<file path="src/rtl/soc2_mon_pkg.sv">
// Shared types and default constants for the SoC2 end-of-test commit monitor.
package soc2_mon_pkg;

  typedef enum logic [1:0] {
    ST_RUN  = 2'd0,
    ST_PASS = 2'd1,
    ST_FAIL = 2'd2,
    ST_TOUT = 2'd3
  } mon_state_e;

  localparam logic [31:0] DEF_HALT_PC    = 32'h1c00_0020;
  localparam logic [31:0] DEF_EXPECT_VAL = 32'h0000_005a;
  localparam logic [23:0] DEF_TIMEOUT    = 24'd1_000_000;

endpackage

</file>
<file path="src/rtl/soc2_sat_counter.sv">
// Up-counter that holds at MAX; clr wins over inc.
module soc2_sat_counter #(
  parameter int           W   = 32,
  parameter logic [W-1:0] MAX = '1
) (
  input  logic         clk,
  input  logic         resetn,
  input  logic         inc,
  input  logic         clr,
  output logic [W-1:0] cnt
);

  always_ff @(posedge clk or negedge resetn) begin
    if (!resetn)                 cnt <= '0;
    else if (clr)                cnt <= '0;
    else if (inc && cnt != MAX)  cnt <= cnt + W'(1);
  end

endmodule

</file>
<file path="src/rtl/soc2_commit_monitor.sv">
// Watches the retire stream and RF write port; latches a sticky PASS/FAIL/TIMEOUT verdict.
module soc2_commit_monitor
  import soc2_mon_pkg::*;
#(
  parameter logic [31:0] HALT_PC    = DEF_HALT_PC,
  parameter logic [4:0]  CHECK_REG  = 5'd5,
  parameter logic [31:0] EXPECT_VAL = DEF_EXPECT_VAL,
  parameter logic [23:0] TIMEOUT    = DEF_TIMEOUT
) (
  input  logic        clk,
  input  logic        resetn,
  input  logic        retire_vld,
  input  logic [31:0] retire_pc,
  input  logic        rf_wen,
  input  logic [4:0]  rf_waddr,
  input  logic [31:0] rf_wdata,
  input  logic        clear,
  output logic        done,
  output logic        pass,
  output logic        fail,
  output logic        timeout,
  output logic [31:0] retire_cnt,
  output logic [31:0] shadow_val
);

  mon_state_e  state;
  logic [23:0] idle_cnt;
  logic        run, chk_wr, halt, idle_hit;
  logic [31:0] eff_val;

  assign run     = (state == ST_RUN);
  assign chk_wr  = rf_wen && (rf_waddr == CHECK_REG) && (rf_waddr != 5'd0);
  // Same-cycle write to the checked register must be seen by a halt retiring alongside it.
  assign eff_val = chk_wr ? rf_wdata : shadow_val;
  assign halt    = retire_vld && (retire_pc == HALT_PC);
  // Fires on the TIMEOUT-th idle cycle so the verdict lands one cycle later.
  assign idle_hit = !retire_vld && (idle_cnt == TIMEOUT - 24'd1);

  soc2_sat_counter #(.W(32), .MAX(32'hffff_ffff)) u_retire_cnt (
    .clk    (clk),
    .resetn (resetn),
    .inc    (run && retire_vld),
    .clr    (clear),
    .cnt    (retire_cnt)
  );

  soc2_sat_counter #(.W(24), .MAX(TIMEOUT)) u_idle_cnt (
    .clk    (clk),
    .resetn (resetn),
    .inc    (run && !retire_vld),
    .clr    (clear || (run && retire_vld)),
    .cnt    (idle_cnt)
  );

  // Shadow tracks the register file, which clear does not touch.
  always_ff @(posedge clk or negedge resetn) begin
    if (!resetn)     shadow_val <= '0;
    else if (chk_wr) shadow_val <= rf_wdata;
  end

  always_ff @(posedge clk or negedge resetn) begin
    if (!resetn) begin
      state   <= ST_RUN;
      done    <= 1'b0;
      pass    <= 1'b0;
      fail    <= 1'b0;
      timeout <= 1'b0;
    end else if (clear) begin
      state   <= ST_RUN;
      done    <= 1'b0;
      pass    <= 1'b0;
      fail    <= 1'b0;
      timeout <= 1'b0;
    end else begin
      case (state)
        ST_RUN: begin
          if (halt) begin
            done <= 1'b1;
            if (eff_val == EXPECT_VAL) begin
              state <= ST_PASS;
              pass  <= 1'b1;
            end else begin
              state <= ST_FAIL;
              fail  <= 1'b1;
            end
          end else if (idle_hit) begin
            state   <= ST_TOUT;
            done    <= 1'b1;
            fail    <= 1'b1;
            timeout <= 1'b1;
          end
        end
        default: ;
      endcase
    end
  end

endmodule

</file>
<file path="config.mk">
export PLATFORM = sky130hd
export DESIGN_NAME = soc2_commit_monitor
export DESIGN_NICKNAME = d
export VERILOG_FILES = /design/src/rtl/soc2_mon_pkg.sv /design/src/rtl/soc2_sat_counter.sv /design/src/rtl/soc2_commit_monitor.sv
export SDC_FILE = /design/constraint.sdc
export NUM_CORES = 1
export LEC_CHECK = 0
export CAP_MARGIN = 15
export CORE_MARGIN = 4
export CORE_UTILIZATION = 40
export CTS_CLUSTER_SIZE = 40
export DETAILED_ROUTE_END_ITERATION = 10
export DONT_BUFFER_PORTS = 1
export GPL_ROUTABILITY_DRIVEN = 0
export SYNTH_ARGS = -nofsm -noshare
export SYNTH_HDL_FRONTEND = slang
export SYNTH_SLANG_ARGS = --single-unit
</file>
<file path="constraint.sdc">
create_clock -name clk -period 2.25 [get_ports clk]
set_input_delay 0.3375 -clock clk [delete_from_list [all_inputs] [get_ports clk]]
set_output_delay 0.3375 -clock clk [all_outputs]
set_load 0.005 [all_outputs]
</file>
# Word-level counts from Yosys, hierarchy flattened
# Index checks and enable logic that the tools add are counted.
totals:
  register_bits: 94
  inputBits: 74
  out_inout_bits: 68
  wordCells: 66
op_classes:
  n_addsub: 2
  n_eq_ne: 8
  mux: 25
  n_reduce_logical: 23
ops:
  columns: ["cell", "count"]
  rows:
  - ["32-bit two-way mux", 3]
  - ["24-bit two-way mux", 2]
  - ["32-bit by 1-bit adder with 32-bit output (second input constant)", 1]
  - ["32-bit by 29-bit == test with 1-bit output (second input constant)", 1]
  - ["32-bit by 7-bit == test with 1-bit output (second input constant)", 1]
  - ["32-bit != test (second input constant)", 1]
  - ["24-bit by 1-bit adder with 24-bit output (second input constant)", 1]
  - ["24-bit by 20-bit == test with 1-bit output (second input constant)", 1]
  - ["24-bit by 20-bit != test with 1-bit output (second input constant)", 1]
  - ["1-bit two-way mux", 15]
  - ["2-bit nonzero test", 6]
  - ["2-bit two-way mux", 5]
  - ["3-bit AND reduction", 3]
  - ["1-bit logical AND", 8]
  - ["5-bit by 3-bit == test with 1-bit output (second input constant)", 1]
  - ["5-bit nonzero test", 1]
  - ["3-bit != test (second input constant)", 1]
  - ["3-bit nonzero test", 1]
  - ["2-bit zero test", 1]
  - ["2-bit != test (second input constant)", 1]
  - ["2-bit AND reduction", 1]
  - ["1-bit zero test", 1]
  - ["1-bit logical OR", 1]

# Longest topological paths before layout
logic_depth:
  ltp_word: 9
  ltp_mapped: 8
  ltp_nobuf: 6

# Hierarchy
# From an unflattened synthesis, not the netlist that was laid out.
unflattened:
  cells_unflattened: 477
  hier_area_um2: 4951.0
by_module_without_submodules:
  columns: ["mod", "instances", "cells_per_inst", "area_per_inst_um2", "seq_area_each_um2"]
  rows:
  - ["soc2_sat_counter at u_retire_cnt", 1, 198, 1854.3, 800.8]
  - ["soc2_commit_monitor", 1, 146, 1804.2, 950.9]
  - ["soc2_sat_counter at u_idle_cnt", 1, 133, 1292.5, 600.6]

# Least setup slack after synthesis
# OpenSTA, ideal clock, no wires.
synth_timing:
  path_kind: "register to register"
  start: "register u_retire_cnt.cnt[20]"
  end: "register u_retire_cnt.cnt[7]"
  setup_time_ns: 0.129
  t_arrival_ns: 1.900
  required_ns: 2.121
  slack_ns: 0.221
  stages_incl_launch_ff: 8
  path_buffers: 2
  cell_sequence: "dfrtp_1 nand4_2 or4_1 buf_2 o41ai_4 buf_6 xnor2_1 nor2_2"
synth_via:
  elab_chain_len: 3
synth_rtl:
  columns: ["element", "line_no", "source"]
  rows:
  - ["start, declared", "soc2_sat_counter.sv:10", "output logic [W-1:0] cnt"]
  - ["start signal, assigned", "soc2_sat_counter.sv:16", "else if (inc && cnt != MAX) cnt <= cnt + W'(1);"]
  - ["32-bit != test", "soc2_sat_counter.sv:16", null]
  - ["1-bit logical AND", "soc2_sat_counter.sv:16", null]
  - ["2-bit nonzero test (no line)", null, null]
# Every way passes these cells.
# A chain may end at the register's enable or synchronous reset.

# Worst setup path after layout
layout_timing:
  start: "register u_idle_cnt.cnt[7]"
  end: "register u_idle_cnt.cnt[22]"
layout_via:
  elab_chain_len: 3
layout_rtl:
  columns: ["element", "line_no"]
  rows:
  - ["start, declared", "soc2_sat_counter.sv:10"]
  - ["start signal, assigned", "soc2_sat_counter.sv:16"]
  - ["24-bit by 1-bit adder with 24-bit output / 24-bit by 20-bit != test with 1-bit output (equally long branches)", "soc2_sat_counter.sv:16"]
  - ["24-bit two-way mux / 1-bit logical AND (equally long branches)", "soc2_sat_counter.sv:16"]
  - ["24-bit two-way mux / 2-bit nonzero test (equally long branches)", null]
# Parallel ways exist; a longest one is shown, timed or not. The select of a mux whose other input is x is not followed.

==> out/results.ini <==
[routing]
detail_route.vias_per_cell = 6.05
drtPass1Iterations = 5
drc = 0
dr_total_vias = 4256
drtAntennaViolNets = 0
drt_iter0_drc = 299
wl_per_cell_um = 19.8
drt-total-wl_mm = 14.0

[finish]
layout-drive-gt1-share_pct = 16.4
diodes = 0
syn_to_final_growth_pct = 13.7
layout.nets = 608
post-route-cell-area_mm2 = 0.00573

[die]
die_w_um = 120
rows = 40
core_region_area_mm2 = 0.0122
initial_core_util_pct = 41.4
ios = 142
die-area_mm2 = 0.0145
die_height_um = 120

[setup_path]
worstSetupPathType = reg -> reg
crit_required_ps = 2520
critical_path.max_fanout = 6
r2r_cells = 5
arrival_ps = 2350
worstSetupEndpointType = flop
rrSetupSlack_ps = 170
worstSetupStartpointType = flop
reg2reg_to = u_idle_cnt.cnt[22]
r2r-start = u_idle_cnt.cnt[7]

[place]
dp_hpwl_mm = 10.3
portBuffers = 0
preCtsSetupSlack_ps = 81.8
placed_cell_area_mm2 = 0.00541

[synth]
syn_inst = 507
synth_fp_nets = 584
synth-main-ff-cell = dfrtp_1
ys_seq_area_share_pct = 46.7
synthesis.area_mm2 = 0.00504
synth_xor_area_share_pct = 2.78
ys_warn_count = 0
synthAdderAreaFrac_pct = 0.745
synthDistinctLibCells = 51
synth-compound-area-share_pct = 10.5
synth_top_family_by_area = simple AND/OR/NAND/NOR gates
synthMuxAreaShare_pct = 8.42
ys_ff_latch = 94
syn_avg_cell_area_um2 = 9.94
async_flop_share_pct = 100
synth_edf_count = 0
synth-simple-area-share_pct = 28.3

[sta]
maxSlewViolCount = 0
post-route-period-util_pct = 92.3
period_needed_ps = 2080
setup_viol = 0
whs_ps = -330
skew_ps = 8.34
tightest_slew_ps = 492
slew_headroom_pct = 67.0
tns_ps = 0
fin_ws_ps = 173
max_freq_mhz = 482
rsz0062_at_grt = false
hold_viol_final = 94

[status]
status = complete, but fails checks
violations = negative hold slack

[clock_tree]
clock_latency_ps = 350
cts_buffer_depth = 2
ctsRootBufferMaster = clkbuf_16
cts_tree = built
cts_inserted_buffers = 9
clkSinkCount = 94
post-cts-setup-buffer-count = 0
cts_htree_levels = 3
path_clk_slew_ps = 70

[global_route]
grt_max_degree = 95
grt_pass1_vias = 4471
grt_use_total_pct = 20.1
antenna_found_initial = 0
overflow = 0
grt_pass1_wl_mm = 23.2

[pwr]
leakage_nw = 2.21
power_density_mw_per_mm2 = 668
power_w = 0.00383
irDropWorstVdd_mv = 0.420

[flow_run]
drv_cap = 0

[min_path]
holdCritPathClass = in -> async

repair_timing:
item	in CTS	in global routing
endpoints found under the hold margin	94	94
resized for setup	0	3
setup endpoints to repair	0	17
per-stage QoR:
step                      instances  hold slack (ps)  util [%]
after global routing            704             -349      47.1
after global placement          688             44.0      44.5
final                           704             -330      47.1
after detailed placement        688             43.5      44.5
after floorplan                 507             41.9         -
after CTS                       704             -342      47.0
cell usage after synthesis (all sizes together) (5+ instances only):
cell    number  area, µm²
inv         13       48.8
dfrtp       94       2350
and4         5       43.8
xnor2        8       70.1
nand2       20       75.1
o21ai       26        130
a21oi       36        180
mux2        35        394
or3         27        169
nor4b       10       87.6
or4         14        105
clkbuf      14       52.6
nor2        32        123
and3        11       68.8
xor2         8       70.1
nor4        37        238
nand4       25        163
buf          5       31.3
o31ai       13       97.6
nand3       25        125
nor3        11       60.1
routing by layer:
| layer | vias to the layer above | routed length (µm) | GRT usage [%] |
|---|---|---|---|
| met2 | 156 | 6960 | 34.2 |
| met3 | 17 | 1170 | 6.31 |
| met5 | - | 0 | 0 |
| met4 | 0 | 229 | 7.29 |
| met1 | 2068 | 5600 | 23.9 |
| li1 | 2015 | - | - |
layout make-up:
class	instances	area, µm²
Fill cell	1150	6430
Multi-Input combinational cell	381	2570
Sequential cell	94	2350
Timing Repair Buffer	32	240
Clock buffer	9	225
Tap cell	168	210
Clock inverter	7	86.3
Inverter	13	48.8
flip-flops by register name, indices dropped and copies added (netlist names):
| signal | count |
|---|---|
| state | 2 |
| timeout | 1 |
| u_retire_cnt.cnt | 32 |
| fail | 1 |
| u_idle_cnt.cnt | 24 |
| done | 1 |
| pass | 1 |
| shadow_val | 32 |
where the power goes:
group	switching (W)	internal, W
Combinational	0.0000964	0.000145
Clock	0.000729	0.000890
Sequential	0.000162	0.00181
Total	0.000987	0.00284
worst max-delay path by stage:
stage | startpoint | to | slack (ps) | cells past startpoint
4_1_cts | u_retire_cnt.cnt[0] | u_retire_cnt.cnt[31] | 70 | 6
2_1_floorplan | u_retire_cnt.cnt[20] | u_retire_cnt.cnt[7] | 220 | 7
3_3_place_gp | u_retire_cnt.cnt[0] | u_retire_cnt.cnt[31] | 130 | 6
3_5_place_dp | u_retire_cnt.cnt[0] | u_retire_cnt.cnt[31] | 80 | 6
5_1_grt | u_idle_cnt.cnt[20] | u_idle_cnt.cnt[14] | 7 | 7
6_report | u_idle_cnt.cnt[7] | u_idle_cnt.cnt[22] | 170 | 5
critical path: stages, from the launching register on:
cell     delay [ps]
dfrtp_1         430
nand4_1         190
or3b_1          470
or3_1           360
or4_1           410
a21oi_1         160
logic make-up after synthesis:
family	after synthesis
AND/OR/NAND/NOR	237
flip-flops	94
AO/OA/AOI/OAI	87
multiplexers	38
buffers and inverters	32
XOR/XNOR	16
adder cells (fa/ha/maj)	3
layout by cell type, fill, tap and decap left out, types with 5 or more instances in the layout:
cell type  instances
o31ai_1           13
xnor2_1            8
or4_1             14
clkbuf_16          9
and3_1            11
o21ai_0           16
nor4_1            36
buf_4             32
nand4_1           24
nor4b_1           10
nand2_1           20
a21oi_1           36
nand3_1           25
dfrtp_1           94
and4_1             5
nor3_1            10
o21ai_1            9
xor2_1             8
nor2_1            31
mux2_2            32
or3_1             27
inv_1             13
No activity file was read; power rests on OpenSTA's default activity.
==> edit (same settings) <==
The 4 states of `mon_state_e` get a one-hot encoding in 4 bits.
--- a/src/rtl/soc2_mon_pkg.sv
+++ b/src/rtl/soc2_mon_pkg.sv
@@ -3,7 +3,7 @@
 
-  typedef enum logic [1:0] {
-    ST_RUN  = 2'd0,
-    ST_PASS = 2'd1,
-    ST_FAIL = 2'd2,
-    ST_TOUT = 2'd3
+  typedef enum logic [3:0] {
+    ST_RUN  = 4'b0001,
+    ST_PASS = 4'b0010,
+    ST_FAIL = 4'b0100,
+    ST_TOUT = 4'b1000
   } mon_state_e;
Formal check against the unedited RTL: same outputs for any inputs over 10 cycles, from zero or initial values and one cycle with resetn low; not proved beyond that.
==> edit against the unedited design <==
- final cell count shrank 6.3%
- area after synthesis shrank 2.9%
- power grew 0.62%
- worst setup slack lost 0.11 ns
- critical endpoint is now u_retire_cnt.cnt[26]
- the flow still finishes with violations (negative hold slack)
- non-clock buffer count is the same
- sequential cell count grew 2
- highest routed layer unchanged
- routed wire length shrank 12%
- first-iteration DRC count shrank 5.4%
- largest cell class unchanged
- critical path type unchanged
- cell area shrank 1.5%
==> edit: results <==
{
  "dp_slack_ns": -0.0230,
  "inverters_excl_clock": 12,
  "nets": 585,
  "synthTopCellsByArea": "dfrtp_1 (49%), mux2_2 (8.7%), nor4_1 (4.0%)",
  "dpl.hpwl_mm": 8.96,
  "worst_r2r_endpoint": "u_retire_cnt.cnt[26]",
  "synth_compound_area_share_pct": 8.52,
  "synthDistinctLibCells": 46,
  "r2r_start": "state[0]",
  "postCtsResizedCells": 3,
  "violations": "negative hold slack",
  "crit_fanout": 11,
  "synthXorXnorAreaFrac_pct": 3.76,
  "post_dp_cell_area_mm2": 0.00522,
  "yosys.area_share.adder_pct": 0.767,
  "switchingPower_mw": 0.897,
  "switching_share_pct": 23.3,
  "crit_slowest_cell": "dfstp_2",
  "synth_fp_nets": 562,
  "pg_clk_mw": 1.68,
  "grt_pass1_vias": 3906,
  "place_inst": 641,
  "status": "finished, violations left",
  "holdWs_ns": -0.315,
  "finalHoldViolCount": 96,
  "layout-drive-gt1-share_pct": 20.7,
  "wl_mm": 12.3,
  "finClkSkew_ns": 0.00731
}
edit: cell types whose count changed after synthesis, moves of 6 or more:
cell     delta
a21oi_1     -8
and3_1      -7
mux2_2      +6
nand2_1     +8
nand3_1     -7
nor2_1     +11
o21ai_1    -10
o31ai_1     -6
or3_1       -6
edit: worst max-delay path by stage:
| stage | startpoint | end | slack (ns) | cells past startpoint |
|---|---|---|---|---|
| floorplan | state[0] | u_retire_cnt.cnt[27] | 0.03 | 7 |
| global placement | state[0] | u_retire_cnt.cnt[16] | 0.04 | 6 |
| detailed placement | state[0] | u_retire_cnt.cnt[27] | -0.02 | 5 |
| CTS | state[0] | u_retire_cnt.cnt[26] | 0.01 | 6 |
| global route | state[0] | u_retire_cnt.cnt[26] | -0.13 | 6 |
| finish | state[0] | u_retire_cnt.cnt[26] | 0.06 | 6 |
edit: per-layer routing:
layer  up-vias  wire length [um]
met3        20               881
met5         -                 0
met1      1971              5230
met4         0               205
li1       1858                 -
met2       103              5960
